$ cat src/rtl/mem_access_seq.sv
// Single-transaction RAM sequencer (fetch / load / store) for the multicycle datapath.
// Optional MOC timeout detection is enabled by defining MEM_TIMEOUT_EN.
module mem_access_seq #(
   parameter int TIMEOUT = 16,
   parameter int CNT_W   = 5
) (
   input  logic       Clk,
   input  logic       Clr,
   input  logic       req,
   input  logic [1:0] kind,
   input  logic       MOC,
   output logic       busy,
   output logic       done,
   output logic       err,
   output logic       MuxMAR_Sel,
   output logic       MAR_Ld,
   output logic       MuxMDR_Sel,
   output logic       MDR_Ld,
   output logic       IR_Ld,
   output logic       MOV,
   output logic       RW,
   output logic [2:0] state_out
);

   typedef enum logic [2:0] {
      S_IDLE    = 3'd0,
      S_ADDR    = 3'd1,
      S_ACCESS  = 3'd2,
      S_CAPTURE = 3'd3,
      S_RELEASE = 3'd4,
      S_DONE    = 3'd5,
      S_ERR     = 3'd6
   } state_t;

   localparam logic [1:0] K_FETCH = 2'b00;
   localparam logic [1:0] K_LOAD  = 2'b01;
   localparam logic [1:0] K_STORE = 2'b10;
   localparam logic [1:0] K_ILL   = 2'b11;

   generate
      if (TIMEOUT < 1 || TIMEOUT >= (1 << CNT_W)) begin : g_bad_params
         $error("mem_access_seq: CNT_W too narrow for TIMEOUT");
      end
   endgenerate

   state_t           state_q, state_d;
   logic [1:0]       kind_q, kind_d;
   logic [CNT_W-1:0] cnt_q, cnt_d;
   logic [CNT_W-1:0] cnt_inc;

   // Wait counter saturates instead of wrapping.
   assign cnt_inc = (cnt_q == {CNT_W{1'b1}}) ? cnt_q : cnt_q + 1'b1;

`ifdef MEM_TIMEOUT_EN
   localparam logic [CNT_W-1:0] TMO_LAST = CNT_W'(TIMEOUT - 1);
   logic err_q, err_d;
   assign err = err_q;
`else
   assign err = 1'b0;
`endif

   always_ff @(posedge Clk or negedge Clr) begin
      if (!Clr) begin
         state_q <= S_IDLE;
         kind_q  <= K_FETCH;
         cnt_q   <= '0;
`ifdef MEM_TIMEOUT_EN
         err_q   <= 1'b0;
`endif
      end else begin
         state_q <= state_d;
         kind_q  <= kind_d;
         cnt_q   <= cnt_d;
`ifdef MEM_TIMEOUT_EN
         err_q   <= err_d;
`endif
      end
   end

   always_comb begin
      state_d    = state_q;
      kind_d     = kind_q;
      cnt_d      = cnt_q;
`ifdef MEM_TIMEOUT_EN
      err_d      = err_q;
`endif
      busy       = (state_q != S_IDLE);
      done       = 1'b0;
      MuxMAR_Sel = 1'b0;
      MAR_Ld     = 1'b0;
      MuxMDR_Sel = 1'b0;
      MDR_Ld     = 1'b0;
      IR_Ld      = 1'b0;
      MOV        = 1'b0;
      RW         = 1'b1;

      case (state_q)
         S_IDLE: begin
            if (req && kind != K_ILL) begin
               kind_d  = kind;
               state_d = S_ADDR;
`ifdef MEM_TIMEOUT_EN
               err_d   = 1'b0;
`endif
            end
         end
         S_ADDR: begin
            MAR_Ld     = 1'b1;
            MuxMAR_Sel = (kind_q != K_FETCH);
            MDR_Ld     = (kind_q == K_STORE);
            cnt_d      = '0;
            state_d    = S_ACCESS;
         end
         S_ACCESS: begin
            MOV   = 1'b1;
            RW    = (kind_q != K_STORE);
            cnt_d = cnt_inc;
            if (MOC) begin
               state_d = S_CAPTURE;
            end
`ifdef MEM_TIMEOUT_EN
            else if (cnt_q == TMO_LAST) begin
               state_d = S_ERR;
               err_d   = 1'b1;
            end
`endif
         end
         S_CAPTURE: begin
            // MOV/RW held so the RAM keeps driving DataOut while it is captured.
            MOV        = 1'b1;
            RW         = (kind_q != K_STORE);
            IR_Ld      = (kind_q == K_FETCH);
            MDR_Ld     = (kind_q == K_LOAD);
            MuxMDR_Sel = (kind_q == K_LOAD);
            cnt_d      = '0;
            state_d    = S_RELEASE;
         end
         S_RELEASE: begin
            cnt_d = cnt_inc;
            if (!MOC) begin
               state_d = S_DONE;
            end
`ifdef MEM_TIMEOUT_EN
            else if (cnt_q == TMO_LAST) begin
               state_d = S_ERR;
               err_d   = 1'b1;
            end
`endif
         end
         S_DONE: begin
            done    = 1'b1;
            state_d = S_IDLE;
         end
`ifdef MEM_TIMEOUT_EN
         S_ERR: begin
            state_d = S_DONE;
         end
`endif
         default: begin
            state_d = S_IDLE;
         end
      endcase
   end

   assign state_out = state_q;

endmodule

$ cat config.mk
export PLATFORM = sky130hd
export DESIGN_NAME = mem_access_seq
export DESIGN_NICKNAME = d
export VERILOG_FILES = /design/src/rtl/mem_access_seq.sv
export SDC_FILE = /design/constraint.sdc
export NUM_CORES = 1
export LEC_CHECK = 0
export CORE_AREA = 2 2 39 41
export DETAILED_ROUTE_END_ITERATION = 10
export DIE_AREA = 0 0 41 43
export PLACE_DENSITY_LB_ADDON = 0.2
export SYNTH_ARGS = -nofsm -noshare
export SYNTH_HDL_FRONTEND = slang
export SYNTH_SLANG_ARGS = --single-unit
$ cat constraint.sdc
create_clock -name Clk -period 2.5 [get_ports Clk]
set_input_delay 0.375 -clock Clk [delete_from_list [all_inputs] [get_ports Clk]]
set_output_delay 0.375 -clock Clk [all_outputs]
set_load 0.03 [all_outputs]
== Yosys cells after proc, flatten, opt, wreduce, memory -nomap -nowiden ==
Cells that the tools add are included.

* Register bits after elaboration: 5
* Input bits: 6
* Output and inout port bits: 13
* Logic and storage cells: 34

* Equal/unequal tests: 12
* Muxes and demuxes: 12
* Reductions and logical operators: 8

{| class="wikitable"
|+ Operator list
! cell !! number
|-
| 3-bit one-hot mux with 5 select lines || 1
|-
| 2-bit inequality test, second input constant || 5
|-
| 3-bit 2-to-1 mux || 3
|-
| 1-bit 2-to-1 mux || 7
|-
| 3-bit by 2-bit equality test with 1-bit output, second input constant || 2
|-
| 3-bit equality test, second input constant || 2
|-
| 3-bit by 1-bit equality test with 1-bit output, second input constant || 1
|-
| 3-bit zero test || 1
|-
| 3-bit AND reduction || 1
|-
| 3-bit nonzero test || 1
|-
| 2-bit by 1-bit equality test with 1-bit output, second input constant || 1
|-
| 2-bit equality test, second input constant || 1
|-
| 2-bit zero test || 1
|-
| 1-bit one-hot mux with 2 select lines || 1
|-
| 2-bit AND reduction || 1
|-
| 2-bit nonzero test || 1
|-
| 2-bit OR reduction || 1
|-
| 1-bit logical AND || 1
|}

== Longest topological paths before layout ==
Gate-level depths: netlist (run 1).

* Depth after elaboration: 4
* Mapped depth: 4
* Depth with buffers taken out: 3

== Least setup slack after synthesis (run 1) ==
OpenSTA, ideal clock, no wires.

* Path kind: register to output
* Start: reg state_q[2] (netlist: state_out[2])
* End: out IR_Ld
* Arrival time: 2.018 ns
* Required time: 2.125 ns
* Slack: 0.107 ns
* Stages on the path, launching flop included: 4
* Path buffers: 1
* Cells stage by stage: dfrtp_1 > buf_6 > and2b_2 > nor4bb_1

* Cells in the longest elaborated chain, start to end: 2

{| class="wikitable"
|+ Ends and longest elaborated chain
! what !! RTL line !! source
|-
| from (decl) || 46 || <nowiki>state_t state_q, state_d;</nowiki>
|-
| from (signal assigned) || 71 || <nowiki>state_q <= state_d;</nowiki>
|-
| 3-bit by 2-bit equality test with 1-bit output || 97 || <nowiki>case (state_q)</nowiki>
|-
| 1-bit 2-to-1 mux || 97 ||
|-
| to (decl) || 19 || <nowiki>output logic IR_Ld,</nowiki>
|}

Every way passes these cells.

== Final worst setup path (run 1) ==
* Start: reg state_q[1] (netlist: state_out[1])
* End: out MDR_Ld

* Cells in the longest elaborated chain, start to end: 2
* Elaborated cells between the ends (all ways): 3
* Classes of those cells: eq/ne: 2; mux: 1

{| class="wikitable"
|+ Ends and longest elaborated chain
! what !! RTL line !! source
|-
| 3-bit by 2-bit equality test with 1-bit output or 3-bit by 1-bit equality test with 1-bit output (tied branches) || 97 ||
|-
| 1-bit one-hot mux with 2 select lines * || 97 ||
|-
| to (decl) || 18 || <nowiki>output logic MDR_Ld,</nowiki>
|}

Mark *: on every way between the ends. The rest lies on a longest branch, timed or not.

==> results.yml, run 1 <==
power_and_ir_drop:
  switching_power_uw: 341
  power_density_nw_per_um2: 1370
  ir_drop_v: 0.000473
  pwr-share-comb: 0.612
  p_seq_frac: 0.270
  internal-power_uw: 420
  p_sw_frac: 0.448
  clockPowerShare: 0.118
  p_leak_nw: 0.254
  totalPowerFinal_uw: 760
final_layout:
  drive_above_1_share: 0.240
  stdcell_count: 66
  stdcell_area_um2: 556
  synthToLayoutAreaGrowth_pct: 49.5
  final_common_cell: "clkdlybuf4s50_1"
  final_util: 0.401
  fillers: 144
  most-common-layout-cells: "16 x clkdlybuf4s50_1, 5 x dfrtp_1, 3 x nor2_1, 3 x clkbuf_4"
  nets: 57
  antenna_cells: 0
worst_setup_path:
  crit_start: "state_out[1]"
  cp_data_required_time_ps: 2120
  crit_arrival_ps: 1870
  r2r_start: "state_out[2]"
  path_max_fanout: 11
  cp_cell_sequence: "and3b_1, a21oi_1, nor3b_1, clkdlybuf4s50_1"
  crit_slowest_cell: "clkdlybuf4s50_1"
  cp-end-kind: "output pin"
  reg2reg_depth: 3
  critPathKind: "reg2out"
  start_kind: "register"
  critPathMaxStageDelay_ps: 700
routing:
  drcViolationCount: 0
  drtAntennaViolNets: 0
  wirelength_um: 768
  routed_via_density: 4.52
  routedWlPerCell_um: 11.6
  dr.pass1.iters: 3
  first_iter_violations: 1
  num_vias: 298
place:
  numPortBuffers: 17
  place_area_um2: 527
  pre_cts_ws_ps: 373
  gp_congestion: 0.703
  dp.cells: 62
  dp_hpwl_um: 596
synthesis:
  async_flop_share: 1.00
  postSynthAreaPerCell_um2: 11.3
  yosys.area.top_type_share: 0.337
  yosysWarnings: 0
  synthCells: 33
  synth_ff_type: "dfrtp_1"
  ys_seq_area_frac: 0.337
  ys_seq_elements: 5
  ys_types: 23
  yosysTopAreaCell: "dfrtp_1"
  synth_edf_count: 0
  synth.cell_area_um2: 372
  synth_nets: 39
  synth_area_leaders: "dfrtp_1 34%, mux2_4 8.1%, buf_6 6.1%"
timing:
  slew_viol_final: 0
  worst_hold_slack_ps: 357
  finalSetupViolations: 0
  setup_tns_ps: 0
  setup_ws_ps: 254
  min_period_over_period: 0.898
  finalHoldViolations: 0
  timing.fmax_mhz: 445
  grt_setup_unrepaired: "false"
  min_period_ps: 2250
  finalClockSkew_ps: 2.39
flow_run:
  maxCapViolCount: 0
floorplanning:
  core_um2: 1380
  initial_core_util: 0.269
  dieArea_um2: 1760
  die_y_um: 43
  die_x_um: 41
  ios: 19
  placementRows: 14
clocking:
  numCtsBuffers: 3
  cts_tree: "yes"
  clk_pin_slew_ps: 40
  clock-root-buffer: "clkbuf_4"
  htreeDepth: 1
  worstSkewPairLatency_ps: 240
  cts_buffer_depth: 2
  cts.hold.buffers_added: 0
  clock_sinks: 5
global_route:
  gr-total-overflow: 0
  grt_usage: 0.109
  grt_max_degree: 12
  grt_first_pass_wirelength_um: 1250
  grt_pass1_vias: 304
  grt_antenna_before_repair: 0
hold_path:
  hold_path.class: "in2async"
status:
  outcome: "finished clean"
-- power groups by stage --
stage | Clock (mW) | Sequential, mW | Combinational, mW
finish | 0.0900 | 0.205 | 0.465
global placement | 0 | 0.200 | 0.467
CTS | 0.0958 | 0.206 | 0.471
floorplan | 0 | 0.192 | 0.336
global route | 0.100 | 0.221 | 0.490
detailed placement | 0 | 0.208 | 0.469
-- synthesized netlist by cell type (2+ instances only) --
cell,number
nor2_1,3
nor3_1,2
dfrtp_1,5
mux2_4,2
nor3b_1,2
buf_6,2
-- state kept, by name, summed over array words and instances (netlist names) --
signal / cells
state_out: 3
kind_q: 2
-- path summary, 6_finish.rpt --
check / end / slack [ps]
worst min register to register: state_out[1] / 620
max in group asynchronous: kind_q[0] / 1950
worst max-delay path: MDR_Ld / 250
min in group Clk: state_out[1] / 620
worst max register to register: kind_q[1] / 1040
worst min-delay path: state_out[0] / 360
-- layout make-up --
class | count | area [um^2] | share of cell area
flip-flops and latches | 5 | 125 | 0.225
multi-input cells | 24 | 211 | 0.381
clock buffers | 4 | 26.3 | 0.0473
repair buffers | 17 | 173 | 0.311
well taps | 16 | 20.0 | 0.0360
-- critical path: cells and delay by family (launching register included) --
kind	cells	cell delay (ps)
compound gates	1	40
buf+inv	1	700
flops	1	520
simple gates	2	390
-- routing by layer --
metal | part of all wire | global-route usage | vias to the layer above | routed length, um
li1 | - | - | 149 | -
met1 | 0.40 | 0.128 | 139 | 309
met2 | 0.54 | 0.159 | 10 | 415
met5 | 0 | 0 | - | 0
met4 | 0 | 0.100 | 0 | 0
met3 | 0.056 | 0.0157 | 0 | 43
-- timing repair --
action,in CTS,in global routing
endpoints found under the setup margin,0,1
gates resized for setup,0,1
setup buffers,0,0
-- cell families (layout without fill, tap and decap cells) --
logic type,Yosys count,count (layout),share of synthesized area
mux,3,3,0.111
xor+xnor,1,1,0.0236
simple gates,15,15,0.313
compound gates,4,4,0.111
buf+inv,4,21,0.0943
flops,5,5,0.337
other cells,1,1,0.0101
Power figures use the tool's default switching activity.
==> run 2, diff against run 1 <==
ABC_CLOCK_PERIOD_IN_PS = 2500   (was not set)
CTS_BUF_LIST = sky130_fd_sc_hd__clkbuf_8 sky130_fd_sc_hd__clkbuf_16   (was not set)
==> run 2 against run 1 <==
Clock power grew 57%; routed wire length rose by 3.6%; combinational power about the same; sequential cell count did not move; first-iteration DRC count grew to 3.0 times the previous value; via count increased by 0.67%; clock skew decreased by 1.5 ps; die area is the same; largest power group unchanged; highest routed layer unchanged; cell area grew 2.9%; clock-buffer cell count shrank 1.
==> results.yml, run 2 (same netlist as run 1, synthesis figures left out) <==
worst_setup_path:
  path_max_fanout: 11
  cp_num_cells: 3
  reg2reg_depth: 3
  crit_slowest_cell: "clkdlybuf4s50_1"
  cp-end-kind: "output pin"
  critPathKind: "reg2out"
  critPathMaxStageDelay_ps: 710
  crit_buf_inv: 1
  cp_data_required_time_ps: 2120
  crit_family: "buffers and inverters"
  crit_arrival_ps: 1970
  cp_cell_sequence: "and2b_2, nor4bb_1, clkdlybuf4s50_1"
  start_kind: "register"
floorplanning:
  die_y_um: 43
  ios: 19
  initial_core_util: 0.269
  die_x_um: 41
  core_um2: 1380
  dieArea_um2: 1760
  placementRows: 14
final_layout:
  stdcell_area_um2: 572
  fillers: 143
  largest_reg_flops: 3
  synthToLayoutAreaGrowth_pct: 53.9
  antenna_cells: 0
  multiInputGateArea_um2: 211
  most-common-layout-cells: "17 x clkdlybuf4s50_1, 5 x dfrtp_1, 3 x nor2_1, 3 x clkbuf_8"
  drive_above_1_share: 0.240
  final_common_cell: "clkdlybuf4s50_1"
  ff_latch_area_um2: 125
  nets: 57
  stdcell_count: 66
clocking:
  cts_tree: "yes"
  post_cts_buffers: 0
  worstSkewPairLatency_ps: 220
  cts_buffer_depth: 2
  htreeDepth: 1
  post_cts_resized: 0
  cts.hold.buffers_added: 0
  numCtsBuffers: 3
  clock-root-buffer: "clkbuf_8"
  clk_pin_slew_ps: 30
  clock_sinks: 5
routing:
  drtAntennaViolNets: 0
  first_iter_violations: 3
  routedWlPerCell_um: 12.1
  drt-met1-wl_um: 318
  wirelength_um: 796
  num_vias: 300
  routed.top_layer: "met3"
  drcViolationCount: 0
  wl_met2_um: 428
  routed_via_density: 4.55
  met3RoutedLength_um: 49
  dr.pass1.iters: 2
power_and_ir_drop:
  pwr-share-comb: 0.573
  p_seq_frac: 0.254
  clockPowerShare: 0.173
  power_density_nw_per_um2: 1420
  p_leak_nw: 0.247
  switching_power_uw: 349
  internal-power_uw: 465
  p_sw_frac: 0.429
  ir_drop_v: 0.000456
timing:
  finalSetupViolations: 0
  timing.fmax_mhz: 426
  finalHoldViolations: 0
  min_period_ps: 2350
  grt_setup_unrepaired: "false"
  min_period_over_period: 0.940
  slew_viol_final: 0
  finalClockSkew_ps: 0.935
  setup_tns_ps: 0
status:
  outcome: "finished clean"
global_route:
  gr-total-overflow: 0
  grt_max_degree: 12
  grt_usage: 0.109
  grt_pass1_vias: 303
  grt_antenna_before_repair: 0
  grt_first_pass_wirelength_um: 1250
place:
  dp.cells: 62
  place_area_um2: 527
  gp_congestion: 0.703
  numPortBuffers: 17
  dp_hpwl_um: 596
hold_path:
  hold_path.class: "in2async"
flow_run:
  maxCapViolCount: 0
## run 2: layout make-up
class / instances / share of cell area
well taps: 16 / 0.0350
clock buffers: 3 / 0.0722
clock inverters: 1 / 0.00656
repair buffers: 17 / 0.298
multi-input cells: 24 / 0.370
flip-flops and latches: 5 / 0.219
## run 2: per-layer routing
| metal | up-vias | track usage |
|---|---|---|
| li1 | 149 | - |
| met1 | 139 | 0.128 |
| met2 | 12 | 0.159 |
| met3 | 0 | 0.0157 |
| met4 | 0 | 0.100 |
| met5 | - | 0 |
## run 2: power by group through the flow
| stage | logic [mW] | clock network [mW] | registers, mW |
|---|---|---|---|
| after floorplan | 0.336 | 0 | 0.192 |
| after global placement | 0.467 | 0 | 0.200 |
| after detailed placement | 0.469 | 0 | 0.208 |
| after CTS | 0.472 | 0.147 | 0.207 |
| after global routing | 0.491 | 0.151 | 0.222 |
| final | 0.466 | 0.141 | 0.207 |
## run 2: through the flow
step | power, mW | hold slack (ps) | utilization | worst slack, ps
6_report | 0.814 | 384 | 0.413 | 151
5_1_grt | 0.863 | 401 | 0.413 | 16.2
4_1_cts | 0.825 | 382 | 0.413 | 128
3_5_place_dp | 0.677 | 616 | 0.381 | 373
3_3_place_gp | 0.667 | 596 | 0.381 | 428
2_1_floorplan | 0.528 | 79.4 | - | 107
## run 2: final timing paths
check	from	end	slack (ps)
setup / recovery	state_out[1]	IR_Ld	150
min in group Clk	state_out[2]	state_out[1]	620
hold / removal	Clr	state_out[0]	380
hold reg to reg	state_out[2]	state_out[1]	620
max in group asynchronous	Clr	kind_q[0]	1920
setup reg to reg	state_out[1]	kind_q[1]	1040
==> run 3, diff against run 2 <==
CAP_MARGIN = 20   (was not set)
==> results of run 3 <==
Final layout, timing and power as in run 2 (identical DEF).
